File: config.mk
export PLATFORM = sky130hd
export DESIGN_NAME = genesis_pad_responder
export DESIGN_NICKNAME = d
export VERILOG_FILES = /design/src/rtl/genesis_pad_pkg.sv /design/src/rtl/genesis_pad_responder_select_sync.sv /design/src/rtl/genesis_pad_responder.sv
export SDC_FILE = /design/constraint.sdc
export NUM_CORES = 1
export LEC_CHECK = 0
export BUFFER_PORTS_ARGS = -buffer_cell sky130_fd_sc_hd__buf_4
export CAP_MARGIN = 20
export CELL_PAD_IN_SITES_DETAIL_PLACEMENT = 1
export CELL_PAD_IN_SITES_GLOBAL_PLACEMENT = 1
export CORE_UTILIZATION = 30
export DETAILED_ROUTE_END_ITERATION = 6
export PLACE_DENSITY_LB_ADDON = 0.08
export SLEW_MARGIN = 20
export SYNTH_ARGS = -nofsm -noshare
export SYNTH_HDL_FRONTEND = slang
export SYNTH_SLANG_ARGS = --single-unit
File: constraint.sdc
create_clock -name sysclk -period 3.05 [get_ports sysclk]
set_clock_uncertainty 0.2 [all_clocks]
set_input_delay 0.61 -clock sysclk [delete_from_list [all_inputs] [get_ports sysclk]]
set_output_delay 0.61 -clock sysclk [all_outputs]
set_load 0.05 [all_outputs]
File: src/rtl/genesis_pad_pkg.sv
// Shared constants for the DB9 Genesis pad blocks: button bit indices, the
// 6-button phase values and the idle level of the data pins.
package genesis_pad_pkg;

  // buttons vector: {Start, C, B, A, Right, Left, Down, Up}
  localparam int unsigned BTN_UP    = 0;
  localparam int unsigned BTN_DOWN  = 1;
  localparam int unsigned BTN_LEFT  = 2;
  localparam int unsigned BTN_RIGHT = 3;
  localparam int unsigned BTN_A     = 4;
  localparam int unsigned BTN_B     = 5;
  localparam int unsigned BTN_C     = 6;
  localparam int unsigned BTN_START = 7;

  // ext_buttons vector: {Mode, X, Y, Z}
  localparam int unsigned EXT_Z     = 0;
  localparam int unsigned EXT_Y     = 1;
  localparam int unsigned EXT_X     = 2;
  localparam int unsigned EXT_MODE  = 3;

  localparam logic [2:0] PH_ID   = 3'd3;
  localparam logic [2:0] PH_EXT  = 3'd3;
  localparam logic [2:0] PH_DONE = 3'd4;

  // Pin vector layout used throughout: {pin8, pin5, pin3, pin2, pin1, pin0}
  localparam logic [5:0] PINS_RESET = '1;

  function automatic logic [5:0] normal_map(input logic sel, input logic [7:0] btn);
    if (sel)
      return ~{btn[BTN_C], btn[BTN_B], btn[BTN_RIGHT], btn[BTN_LEFT], btn[BTN_DOWN], btn[BTN_UP]};
    return {~btn[BTN_START], ~btn[BTN_A], 1'b0, 1'b0, ~btn[BTN_DOWN], ~btn[BTN_UP]};
  endfunction

endpackage

File: src/rtl/genesis_pad_responder_select_sync.sv
// Two-flop synchronizer for a console-driven DB9 select line; resets to the
// idle-high level so a released pad looks like select high.
module select_sync (
  input  logic i_clk,
  input  logic i_rst,
  input  logic i_async,
  output logic o_sync
);

  logic r_meta;
  logic r_sync;

  always_ff @(posedge i_clk or posedge i_rst) begin
    if (i_rst) begin
      r_meta <= 1'b1;
      r_sync <= 1'b1;
    end else begin
      r_meta <= i_async;
      r_sync <= r_meta;
    end
  end

  assign o_sync = r_sync;

endmodule

File: src/rtl/genesis_pad_responder.sv
// Genesis pad emulator: drives active-low data pins from select and buttons.
// Define SIX_BUTTON_EN to build the phase counter, idle timer and 6-button decode.
module genesis_pad_responder
  import genesis_pad_pkg::*;
#(
  parameter int unsigned TIMEOUT_CYCLES = 50000
) (
  input  logic       sysclk,
  input  logic       clr,
  input  logic [7:0] buttons,
  input  logic [3:0] ext_buttons,
  input  logic       pin6,
  output logic       pin0,
  output logic       pin1,
  output logic       pin2,
  output logic       pin3,
  output logic       pin5,
  output logic       pin8
);

  logic       w_sel_s;
  logic       r_sel_d;
  logic [7:0] r_btn_q;
  logic [5:0] r_pins;
  logic [5:0] w_pins_next;

  select_sync u_select_sync (
    .i_clk   (sysclk),
    .i_rst   (clr),
    .i_async (pin6),
    .o_sync  (w_sel_s)
  );

  always_ff @(posedge sysclk or posedge clr) begin
    if (clr) begin
      r_sel_d <= 1'b1;
      r_btn_q <= '0;
      r_pins  <= PINS_RESET;
    end else begin
      r_sel_d <= w_sel_s;
      r_btn_q <= buttons;
      r_pins  <= w_pins_next;
    end
  end

  assign {pin8, pin5, pin3, pin2, pin1, pin0} = r_pins;

`ifdef SIX_BUTTON_EN
  localparam int unsigned TW = (TIMEOUT_CYCLES > 1) ? $clog2(TIMEOUT_CYCLES) : 1;
  localparam logic [TW-1:0] TMAX = TW'(TIMEOUT_CYCLES - 1);

  logic [3:0]    r_ext_q;
  logic [2:0]    r_cnt;
  logic [2:0]    w_cnt_next;
  logic [TW-1:0] r_timer;
  logic [TW-1:0] w_timer_next;
  logic          w_edge;
  logic          w_fall;
  logic          w_expired;

  assign w_edge    = r_sel_d ^ w_sel_s;
  assign w_fall    = r_sel_d & ~w_sel_s;
  assign w_expired = (r_timer == TMAX);

  always_comb begin
    // Expiry clears first, then a same-cycle falling edge counts from zero.
    w_cnt_next = w_expired ? '0 : r_cnt;
    if (w_fall && (w_cnt_next != PH_DONE))
      w_cnt_next = w_cnt_next + 3'd1;

    if (w_edge)
      w_timer_next = '0;
    else if (w_expired)
      w_timer_next = r_timer;
    else
      w_timer_next = r_timer + 1'b1;

    w_pins_next = normal_map(w_sel_s, r_btn_q);
    if (!w_sel_s && (w_cnt_next == PH_ID))
      w_pins_next[3:0] = '0;
    else if (w_sel_s && (w_cnt_next == PH_EXT))
      w_pins_next[3:0] = ~{r_ext_q[EXT_MODE], r_ext_q[EXT_X], r_ext_q[EXT_Y], r_ext_q[EXT_Z]};
    else if (!w_sel_s && (w_cnt_next == PH_DONE))
      w_pins_next[3:0] = '1;
  end

  always_ff @(posedge sysclk or posedge clr) begin
    if (clr) begin
      r_ext_q <= '0;
      r_cnt   <= '0;
      r_timer <= '0;
    end else begin
      r_ext_q <= ext_buttons;
      r_cnt   <= w_cnt_next;
      r_timer <= w_timer_next;
    end
  end
`else
  logic w_unused_cfg;
  assign w_unused_cfg = (^ext_buttons) ^ (TIMEOUT_CYCLES < 4);

  always_comb begin
    w_pins_next = normal_map(w_sel_s, r_btn_q);
  end
`endif

endmodule

### Word-level counts from Yosys, hierarchy flattened

Cells that the tools add are included.

| word-level totals | value |
|---|---|
| register bits after elaboration | 16 |
| input port bits | 15 |

| operators by class | value |
|---|---|
| bitwise gates (word level) | 5 |
| mux-type cells | 3 |

Operators by type and width:

| kind | number |
|---|---|
| $mux 6 | 2 |
| $not 6->6 | 1 |
| $not 1->1 | 4 |
| $mux 1 | 1 |

### Depth between registers and ports, before layout

| depth | value |
|---|---|
| word-level depth | 3 |
| depth in mapped cells | 1 |
| depth with buffers taken out | 1 |

### Hierarchy

Synthesis repeated with hierarchy kept, for this count alone.

| unflattened totals | value |
|---|---|
| cell total of the unflattened synthesis | 24 |
| area, all modules | 462.9 µm² |

By module, submodules not included:

| module | times used | cells an instance | area each (µm²) |
|---|---|---|---|
| genesis_pad_responder | 1 | 21 | 406.6 |
| select_sync | 1 | 3 | 56.3 |

### Least setup slack after synthesis

OpenSTA, ideal clock, no wires.

| path | value |
|---|---|
| path kind | register -> output |
| start | reg r_pins[0] |
| end | out pin0 |
| slack | 1.584 ns |
| cell stages (with the launch flop) | 1 |
| arrival | 0.656 ns |
| required time | 2.240 ns |
| cell sequence | dfstp_2 |

RTL lines:

| element | RTL line | RTL |
|---|---|---|
| start, declared | genesis_pad_responder.sv:24 | `logic [5:0] r_pins;` |
| start signal, assigned | genesis_pad_responder.sv:42 | `r_pins <= w_pins_next;` |
| end, declared | genesis_pad_responder.sv:13 | `output logic pin0,` |

No word-level cell between the ends.

### Worst setup path after layout

| path | value |
|---|---|
| start | reg r_pins[4] |
| end | out pin5 |

RTL lines:

| element | RTL line | RTL |
|---|---|---|
| end, declared | genesis_pad_responder.sv:17 | `output logic pin5,` |

No word-level cell between the ends.

==> summary by stage <==
Outcome
The run finished with clean final reports.

Timing
The number of failing hold endpoints at the final stage came to 0. In the finished design, the share of the clock period the worst path needs comes to 0.5904. The worst path in the final design needs a cycle of 1.801 ns, including I/O delays and setup. Setup repair after global routing left no endpoint under its margin. Across all setup checks in the final design, the least slack found is 1.249 ns.

The final number of setup-violating endpoints is 0. The final count of pins violating max slew was 0. For the final routed database, the setup TNS stands at 0 ns. The normalized max-slew margin is 0.6270. The transition time at the pin with the least slew margin is 0.5589 ns. Based on the critical path, the design can be clocked at up to 555.3 MHz.

Global routing
Across every metal layer, demand over resource in global routing totals 0.09112. The initial antenna violation count is 0. After global routing the overflow that remains totals 0. The maximum number of pins on one net before global-route repair is 17. The first global-routing pass estimated 917 microns of wire. The via count of the first global-routing pass is 213.

Layout
The layout net count is 59. The final instance area is 624.3 sq um. The layout-stage area growth over the synthesis result is 35.97%.

The fraction of final layout cells with drive strength greater than 1 is 0.6744. The number of standard cells in the final layout excluding fillers is 58. The repair_antennas step left the layout with diodes totalling 0.

CTS
The hold buffer count at CTS is 0. The post-CTS resize count is 0. The buffer cell driving the clock tree root is sky130_fd_sc_hd__clkbuf_4. The clock buffer count from CTS is 3. The clock input transition at the sequential cells of the worst setup and hold paths is 0.09 ns.

TritonCTS built the clock tree. In this run the number of H-tree levels came out at 1. The clock tree buffer depth is 2.

The latest clock arrival within the worst-skew pair is 0.27 ns. Post-CTS timing repair inserted 0 buffers for setup. The number of clock sinks seen by CTS is 16.

Placed design
Port buffering added 16 buffers. Including well taps, the total number of placed cells is 54. Routability-driven placement finished with a final weighted congestion of 0.5354. The pre-CTS worst setup slack is 1.550 ns. The post-place instance area is 598.1 sq um.

Logic synthesis
The number of enable-type register cells in the synthesized netlist is 0. The biggest area consumer among synthesized cells is sky130_fd_sc_hd__dfstp_2. After synthesis the netlist holds a flip-flop and latch count of 16. In the synthesized netlist, the number of instances is 23.

Counting distinct cell types in the post-synthesis netlist gives 5. Of the total synthesized cell area, the portion taken by full adders, half adders and majority gates is 0. The share of the Yosys chip area taken by registers is 0.8937.

The complex-gate fraction of the synthesized area is 0. The post-synthesis net count is 38. Of the total synthesized cell area, the portion taken by AND, OR, NAND and NOR gates is 0.03815.

Sorting the synthesized cells by how often they occur yields sky130_fd_sc_hd__dfrtp_1, sky130_fd_sc_hd__dfstp_2, sky130_fd_sc_hd__inv_1. The xor-xnor portion of the synthesized cell area is 0. The post-synthesis instance area is 459.2 sq um. By area, the combinational part of the netlist is dominated by multiplexers. After synthesis, the share of cell area in mux cells is 0.04360. Each instance of the synthesized netlist takes up on average 19.96 sq um.

The share of synthesized area in the top cell type comes to 0.4578. The commonest register cell after synthesis is sky130_fd_sc_hd__dfstp_2. The post-synthesis async set-or-reset flop share is 1.000.

After synthesis, the cell types taking the most area are sky130_fd_sc_hd__dfstp_2, sky130_fd_sc_hd__dfrtp_1, sky130_fd_sc_hd__mux2i_1. Yosys printed 0 warnings.

Detailed routing
The detailed-route vias per instance is 4.086. The routed design has 634 microns of wire. The routed length per instance is 10.93 microns. The vias after detailed routing is 237. In this run the remaining antenna-violating nets after routing total 0. The DRC violation count after routing is 0.

The first-pass iteration count of the detailed router is 1. For this block, the initial DRC count from the detailed router was 0.

Floorplanning
In this run the horizontal extent of the chip is 41.13 microns. The die covers 1691 sq um. The number of core rows is 13. The initial standard-cell utilization of the core is 0.3361. The number of placed I/O pins is 21.

The area of the core is 1366 sq um. In this run the vertical extent of the chip is 41.13 microns.

Job
The reported max-cap violation count is 0.

Power
The power per cell area is 615.5 nW/um^2. IR analysis of the VDD net gives a maximum drop of 0.2872 mV. After layout, the design draws a total of 0.3843 mW. The leakage component of the power is 0.3075 nW.

Critical path
The type of the setup path with the least slack is reg2out. The setup slack of the most critical reg-to-reg path is 2.02 ns. The largest incremental delay on the critical path is 0.53 ns. The gate family responsible for the most delay along the worst path is flip-flops.

Traced cell by cell, the critical path runs through buf_4. STA classifies the critical path endpoint as an output pin. Counting both buffers and inverters, the worst setup path holds a total of 1. The startpoint identified for the worst register-to-register timing path is u_select_sync.o_sync. STA puts the critical path data required time at 2.24 ns. The worst-path cell with the longest stage delay is sky130_fd_sc_hd__dfstp_2. STA classifies the critical path startpoint as a flip-flop.

The signal arrival time at the worst endpoint is 0.99 ns. In this run the worst path has a maximum fanout of 1. The launch point of the worst path is r_pins[4].

Min path
The start point of the worst min-delay path is u_select_sync.r_meta. The tightest min-delay check is of the reg2reg type.
## kinds of logic (layout without fill, tap and decap cells)
kind of cell	count (synthesis)	count (layout)
flip-flops	16	16
AND/OR/NAND/NOR	2	2
multiplexers	2	2
buffers and inverters	3	23
## report_power, final
part           switching [mW]  internal [mW]  leakage [nW]
logic                  0.0253         0.0166         0.115
registers             0.00366          0.228         0.177
clock network          0.0600         0.0506        0.0150
total                  0.0890          0.295         0.307
## routing by layer
| metal | GRT usage | part of all wire | up-vias |
|---|---|---|---|
| met5 | 0 | 0 | - |
| met4 | 0.04839 | 0 | 0 |
| met3 | 0.04891 | 0.10 | 0 |
| met2 | 0.1328 | 0.51 | 13 |
| met1 | 0.1069 | 0.38 | 116 |
| li1 | - | - | 108 |
## cell usage in the layout (no fill, tap or decap), drive strengths merged
cell | synthesis | final
clkbuf | 0 | 4
inv | 3 | 3
dfrtp | 8 | 8
buf | 0 | 16
mux2i | 2 | 2
and2b | 2 | 2
dfstp | 8 | 8
## sequential cells by signal, summed over array words and instances, names as in the netlist
signal	count
u_select_sync.o_sync	1
r_btn_q	8
u_select_sync.r_meta	1
r_pins	6
## final cells by class
type / count / area, sq um
Fill cell: 149 / 742.0
Tap cell: 15 / 18.77
Sequential cell: 16 / 410.4
Inverter: 3 / 11.26
Timing Repair Buffer: 16 / 120.1
Clock buffer: 4 / 26.28
Multi-Input combinational cell: 4 / 37.54
## final timing paths
kind / end / cells past startpoint
min: u_select_sync.o_sync / 0
min reg2reg: u_select_sync.o_sync / 0
max reg2reg: r_pins[4] / 1
max in group asynchronous: u_select_sync.r_meta / 2
max: pin5 / 1
min in group asynchronous: r_btn_q[1] / 2
## metrics by stage
stage / utilization / hold slack (ns)
after floorplan: - / 0.1367
after global placement: 0.4377 / 0.1428
after detailed placement: 0.4377 / 0.1475
after CTS: 0.4570 / 0.1596
after global routing: 0.4570 / 0.1655
final: 0.4570 / 0.1584
No activity file was read; power rests on OpenSTA's default activity.
